--- src/rtl/oldland_dbus_ctrl.sv ---
// oldland_dbus_ctrl: routes memory-stage data requests to local RAM or the IO bus
// and returns registered d_ack/d_error completion pulses with read data.
module oldland_dbus_ctrl #(
    parameter int unsigned RAM_LATENCY = 2,
    parameter int unsigned TIMEOUT     = 255
) (
    input  logic        clk,
    input  logic        rst,
    input  logic [29:0] d_addr,
    input  logic [3:0]  d_bytesel,
    input  logic        d_wr_en,
    input  logic [31:0] d_wr_val,
    input  logic        d_access,
    output logic [31:0] d_data,
    output logic        d_ack,
    output logic        d_error,
    output logic        ram_cs,
    output logic        ram_wr_en,
    output logic [27:0] ram_addr,
    output logic [3:0]  ram_bytesel,
    output logic [31:0] ram_wr_val,
    input  logic [31:0] ram_rd_val,
    output logic        io_cs,
    output logic        io_wr_en,
    output logic [29:0] io_addr,
    output logic [3:0]  io_bytesel,
    output logic [31:0] io_wr_val,
    input  logic [31:0] io_rd_val,
    input  logic        io_ack
);
    typedef enum logic [1:0] {IDLE, RAM_WAIT, IO_WAIT, RESP} state_t;

    state_t      state, state_n;
    logic [2:0]  lat_cnt, lat_n;
    logic [7:0]  to_cnt, to_n;
    logic        req_wr, req_wr_n;
    logic [31:0] d_data_n;
    logic        d_ack_n, d_error_n;
    logic        ram_cs_n, ram_wr_en_n;
    logic [27:0] ram_addr_n;
    logic [3:0]  ram_bytesel_n;
    logic [31:0] ram_wr_val_n;
    logic        io_cs_n, io_wr_en_n;
    logic [29:0] io_addr_n;
    logic [3:0]  io_bytesel_n;
    logic [31:0] io_wr_val_n;

    always_comb begin
        state_n       = state;
        lat_n         = lat_cnt;
        to_n          = to_cnt;
        req_wr_n      = req_wr;
        d_data_n      = '0;
        d_ack_n       = 1'b0;
        d_error_n     = 1'b0;
        ram_cs_n      = 1'b0;
        ram_wr_en_n   = 1'b0;
        ram_addr_n    = ram_addr;
        ram_bytesel_n = ram_bytesel;
        ram_wr_val_n  = ram_wr_val;
        io_cs_n       = io_cs;
        io_wr_en_n    = io_wr_en;
        io_addr_n     = io_addr;
        io_bytesel_n  = io_bytesel;
        io_wr_val_n   = io_wr_val;
        case (state)
            IDLE: if (d_access) begin
                req_wr_n = d_wr_en;
                if (d_addr[29:28] == 2'b00) begin
                    ram_cs_n      = 1'b1;
                    ram_wr_en_n   = d_wr_en;
                    ram_addr_n    = d_addr[27:0];
                    ram_bytesel_n = d_bytesel;
                    ram_wr_val_n  = d_wr_val;
                    lat_n         = 3'(RAM_LATENCY - 1);
                    state_n       = RAM_WAIT;
                end else if (d_addr[29:28] == 2'b01) begin
                    io_cs_n      = 1'b1;
                    io_wr_en_n   = d_wr_en;
                    io_addr_n    = d_addr;
                    io_bytesel_n = d_bytesel;
                    io_wr_val_n  = d_wr_val;
                    to_n         = '0;
                    state_n      = IO_WAIT;
                end else begin
                    d_error_n = 1'b1;
                    state_n   = RESP;
                end
            end
            RAM_WAIT: if (lat_cnt == '0) begin
                d_ack_n  = 1'b1;
                d_data_n = req_wr ? '0 : ram_rd_val;
                state_n  = RESP;
            end else begin
                lat_n = lat_cnt - 3'd1;
            end
            // io_ack is checked before the timeout so a coincident ack still completes
            IO_WAIT: if (io_ack) begin
                io_cs_n    = 1'b0;
                io_wr_en_n = 1'b0;
                d_ack_n    = 1'b1;
                d_data_n   = req_wr ? '0 : io_rd_val;
                state_n    = RESP;
            end else if (to_cnt == 8'(TIMEOUT - 1)) begin
                io_cs_n    = 1'b0;
                io_wr_en_n = 1'b0;
                d_error_n  = 1'b1;
                state_n    = RESP;
            end else begin
                to_n = to_cnt + 8'd1;
            end
            default: state_n = IDLE;
        endcase
    end

    always_ff @(posedge clk) begin
        if (rst) begin
            state       <= IDLE;
            lat_cnt     <= '0;
            to_cnt      <= '0;
            req_wr      <= 1'b0;
            d_data      <= '0;
            d_ack       <= 1'b0;
            d_error     <= 1'b0;
            ram_cs      <= 1'b0;
            ram_wr_en   <= 1'b0;
            ram_addr    <= '0;
            ram_bytesel <= '0;
            ram_wr_val  <= '0;
            io_cs       <= 1'b0;
            io_wr_en    <= 1'b0;
            io_addr     <= '0;
            io_bytesel  <= '0;
            io_wr_val   <= '0;
        end else begin
            state       <= state_n;
            lat_cnt     <= lat_n;
            to_cnt      <= to_n;
            req_wr      <= req_wr_n;
            d_data      <= d_data_n;
            d_ack       <= d_ack_n;
            d_error     <= d_error_n;
            ram_cs      <= ram_cs_n;
            ram_wr_en   <= ram_wr_en_n;
            ram_addr    <= ram_addr_n;
            ram_bytesel <= ram_bytesel_n;
            ram_wr_val  <= ram_wr_val_n;
            io_cs       <= io_cs_n;
            io_wr_en    <= io_wr_en_n;
            io_addr     <= io_addr_n;
            io_bytesel  <= io_bytesel_n;
            io_wr_val   <= io_wr_val_n;
        end
    end
endmodule

--- config.mk ---
export PLATFORM = sky130hd
export DESIGN_NAME = oldland_dbus_ctrl
export DESIGN_NICKNAME = d
export VERILOG_FILES = /design/src/rtl/oldland_dbus_ctrl.sv
export SDC_FILE = /design/constraint.sdc
export NUM_CORES = 1
export LEC_CHECK = 0
export ABC_AREA = 1
export CORE_MARGIN = 3
export CORE_UTILIZATION = 40
export CTS_BUF_LIST = sky130_fd_sc_hd__clkbuf_8
export CTS_CLUSTER_SIZE = 25
export DETAILED_ROUTE_END_ITERATION = 12
export GPL_ROUTABILITY_DRIVEN = 0
export MAX_ROUTING_LAYER = met4
export PLACE_DENSITY = 0.77
export SYNTH_ARGS = -nofsm -noshare
export SYNTH_HDL_FRONTEND = slang
export SYNTH_SLANG_ARGS = --single-unit
--- constraint.sdc ---
create_clock -name clk -period 3.85 [get_ports clk]
set_input_delay 1.155 -clock clk [delete_from_list [all_inputs] [get_ports clk]]
set_output_delay 1.155 -clock clk [all_outputs]
set_load 0.03 [all_outputs]
; Word-level counts from Yosys, hierarchy flattened
; Index checks and enable logic that the tools add are counted.
[classes]
n_reduce_logical = 14
mux = 42
multipliers = 0
n_addsub = 2
n_div = 0
n_bitwise = 3
n_lt_le_gt_ge = 0
shift = 0
eq_ne = 13
[ops]
columns = operator, n
row1 = $mux W32, 4
row2 = $pmux W32 S2, 1
row3 = $mux W8, 5
row4 = $mux W1, 17
row5 = $ne A2 B2 Y1 const B, 8
row6 = $pmux W8 S2, 1
row7 = $mux W2, 5
row8 = $mux W3, 3
row9 = $add A8 B1 Y8 const B, 1
row10 = $eq A8 B8 Y1 const B, 1
row11 = $pmux W1 S2, 4
row12 = $reduce_and A4 Y1, 2
row13 = $pmux W2 S3, 1
row14 = $pmux W3 S2, 1
row15 = $reduce_and A3 Y1, 2
row16 = $reduce_and A6 Y1, 1
row17 = $reduce_and A5 Y1, 1
row18 = $eq A2 B1 Y1 const B, 2
row19 = $logic_not A2 Y1, 2
row20 = $reduce_bool A2 Y1, 2
row21 = $reduce_or A4 Y1, 1
row22 = $logic_not A3 Y1, 1
row23 = $ne A3 B3 Y1 const B, 1
row24 = $not A1 Y1, 3
row25 = other kinds (4), 4
[word_totals]
inputBits = 135
ff_bits = 182
wordCells = 91
mem_bits_rw = 0
mem_bits_ro = 0
latchBits = 0
out_inout_bits = 168
n_memories = 0

; Logic depth before layout (Yosys ltp)
[logic_depth]
word_depth = 5
ltp_mapped = 11
ltp_nobuf = 10

; Worst setup path before layout
; No wires, ideal clock.
[synth_path]
path_kind = input to register
from = input d_addr[29]
to = register ram_addr[0]
setup_slack_ps = 1933
path_buffers = 2
required_ps = 3737
arrival_ps = 1804
setup_time_ps = 113
cell_stages = 6
path_cell_list = nor2_1 nand2_2 buf_6 buf_6 o21ai_1 nor2_1
[synth_via]
elab_chain_cells = 2
[synth_rtl]
columns = item, line_no
row1 = start: declaration, 9  ; input logic [29:0] d_addr,
row2 = $logic_not A2 Y1, 69  ; if (d_addr[29:28] == 2'b00) begin
row3 = $reduce_and A3 Y1 (no line), n/a
row4 = end signal: assignment, 145  ; ram_addr <= ram_addr_n;
row5 = end: declaration, 19  ; output logic [27:0] ram_addr,
; Every way passes these cells.
; A chain may end at the register's enable or synchronous reset.

; Worst setup path after layout
[layout_path]
from = register io_wr_val[4]
to = output io_wr_val[4]
[layout_lines]
columns = item, line_no
row1 = start: declaration, 27  ; output logic [31:0] io_wr_val,
row2 = start signal: assignment, 152  ; io_wr_val <= io_wr_val_n;
; No word-level cell between the ends.

==> flow_summary.yaml <==
critical_path:
  critPathTopFamily: "buffers and inverters"
  critPathRequiredTime_ns: 2.69
  r2r_slack_ns: 1.76
  path_max_fanout: 2
  path_class: "flip-flop to primary output"
  crit_chain: "clkdlybuf4s50_1"
  cp_num_buf_inv: 1
  start_kind: "flip-flop"
  crit_arrival_ns: 1.56
  cp_slowest_stage_delay_ns: 0.76
  end_kind: "primary output"
  cp_slowest_cell: "clkdlybuf4s50_1"
  crit-reg2reg-launch: "state[0]"
  cp-startpoint: "io_wr_val[4]"
global_routing:
  grt_pass1_vias: 6252
  overflow: 0
  grt_busiest_layer: "met2"
  use_met2_pct: 36.7
  antenna_found_initial: 0
  grt_pass1_wl_um: 32300
  groute.usage.overall_pct: 22.4
  grt_max_degree: 85
  grtUsageMet3_pct: 4.71
  grtUsageMet1_pct: 27.3
logic_synthesis:
  synthCells: 882
  synth_top_flop_cell: "dfxtp_1"
  syn-num-nets: 1025
  ys_seq_elements: 182
  synth_area_leaders: "dfxtp_1 52%, nor2_1 15%, o21ai_0 6.1%, nand2_1 4.2%, o21ai_1 3.6%"
  synth.cell_area_sq_mm: 0.00695
  async_flop_share_pct: 0
  synth-xor-area-share_pct: 0
  yosysSeqAreaShare_pct: 52.4
  synth.top_cell.area_share_pct: 52.4
  synth_most_common_cell: "nor2_1"
  synthAdderAreaFrac_pct: 1.44
  synthSimpleGateAreaFrac_pct: 24.6
  yosys_warnings: 0
  synth_edf_count: 0
  ys_top_cells_by_count: "281 x nor2_1, 182 x dfxtp_1, 85 x o21ai_0"
  synth-compound-area-share_pct: 14.1
  synth.area.mux_share_pct: 0
  syn_avg_cell_area_sq_um: 7.88
  synth_top_family_by_area: "simple AND/OR/NAND/NOR gates"
  ys_types: 26
  yosysTopAreaCell: "dfxtp_1"
route:
  routedWlPerCell_um: 15.6
  dr.pass1.iters: 4
  vias: 6614
  ant_nets: 0
  totalWireLength_um: 21600
  drc: 0
  vias_per_cell: 4.77
  dr.first_iter.drc_count: 378
floorplanning:
  placeableCoreArea_sq_mm: 0.0168
  io_pins: 303
  die_h_um: 138
  rows: 47
  initial_core_util_pct: 41.3
  die_w_um: 138
  die_area_sq_mm: 0.0190
finish:
  layout-drive-gt1-share_pct: 6.08
  diodes: 0
  nNetsFinal: 1298
  areaGrowthSynthToFinish_pct: 48.7
  nFillCells: 1482
clock_tree:
  cts-buffers-inserted: 17
  ctsLongestPathBuffers: 2
  clkSinkCount: 182
  cts.repair.resized: 0
  post_cts_buffers: 0
  clockRootBuffer: "clkbuf_8"
  cts_tree: "yes"
  clock_latency_ns: 0.48
  htree_levels: 4
  postCtsHoldBufs: 0
  clkTransAtPathRegs_ns: 0.10
place:
  port_buffers: 302
  dp_hpwl_um: 15000
sta:
  rsz0062_at_grt: "false"
  max-slew-margin-rel_pct: 49.9
  fmax_ghz: 0.369
  hold_viol: 0
  finalCritPeriodShare_pct: 70.4
  drv_slew: 0
  final.setup.tns_ns: 0
  setup-violations-final: 0
  worst_pin_slew_ns: 0.752
  fin_crit_ns: 2.71
  fin_skew_ns: 0.0147
power:
  power_density_mw_per_mm2: 504
  ir_worst_vdd_mv: 0.244
  leakagePower_nw: 3.89
  power_mw: 5.21
run:
  maxCapViolations: 0
outcome:
  status: "finished, final reports clean"
worst_hold_path:
  hold_class: "flip-flop to flip-flop"
  min-delay-start: "io_addr[29]"
## logic make-up after synthesis
family / Yosys count
flops: 182
compound gates: 184
simple gates: 422
buf+inv: 86
fa+ha+maj: 8
## final cells by class
cell class	count	area [sq um]	share of cell area [%]
Sequential cell	182	3640	35.2
Timing Repair Buffer	312	3120	30.2
Multi-Input combinational cell	614	2790	27.0
Tap cell	220	275	2.66
Clock buffer	17	234	2.26
Clock inverter	14	161	1.56
Inverter	28	108	1.04
## metrics by stage
| step | hold WS (ns) | utilization [%] | worst slack, ns | std cells | instance area, sq um |
|---|---|---|---|---|---|
| floorplan | 0.439 | - | 1.93 | 882 | 6950 |
| global placement | 0.432 | 59.1 | 0.892 | 1356 | 9940 |
| detailed placement | 0.447 | 59.1 | 0.831 | 1356 | 9940 |
| CTS | 0.465 | 61.5 | 1.09 | 1387 | 10300 |
| global route | 0.486 | 61.5 | 1.07 | 1387 | 10300 |
| finish | 0.462 | 61.5 | 1.14 | 1387 | 10300 |
## worst register-to-register path, delay by kind of cell, from the launching register on
family | cells | cell delay, ns
and+or+nand+nor | 4 | 0.72
buffers and inverters | 3 | 0.69
DFF | 1 | 0.38
adders and majority gates | 1 | 0.25
## layer usage
layer  share of wire, %  wire [um]  vias to the layer above
met1                 43       9210                     3002
met5                  0          0                        -
met2                 49      10700                      202
li1                   -          -                     3379
met4                2.1        457                        0
met3                5.8       1250                       31
## worst paths after layout
kind                        to  cells past startpoint
setup / recovery  io_wr_val[4]                      1
hold reg to reg    io_addr[29]                      2
setup reg to reg   io_addr[25]                      8
hold / removal     io_addr[29]                      2
## flip-flops by register name (all words and copies together) (netlist names)
register / cells
d_data: 32
io_wr_val: 32
ram_wr_val: 32
io_addr: 30
ram_addr: 28
to_cnt: 8
io_bytesel: 4
ram_bytesel: 4
lat_cnt: 3
state: 2
d_ack: 1
d_error: 1
io_cs: 1
io_wr_en: 1
ram_cs: 1
ram_wr_en: 1
req_wr: 1
## cells in the final DEF, fill, tap and decap left out, types with 4 or more instances in the layout
master and n:
nor2_1 281, o21ai_0 85, nand2_2 5, clkdlybuf4s50_1 302, inv_1 26, nand3_1 43, dfxtp_1 182, clkinv_2 4
o21ai_1 50, buf_4 8, ha_1 8, clkbuf_8 17, a21oi_1 33, a21oi_2 16, nand2_1 78
## power breakdown
group          switching (mW)  leakage (nW)  internal [mW]
Combinational            1.07          2.20          0.639
Sequential             0.0890          1.48           2.08
Clock                   0.696         0.206          0.635
Total                    1.86          3.89           3.35
No activity file was read; power rests on OpenSTA's default activity.
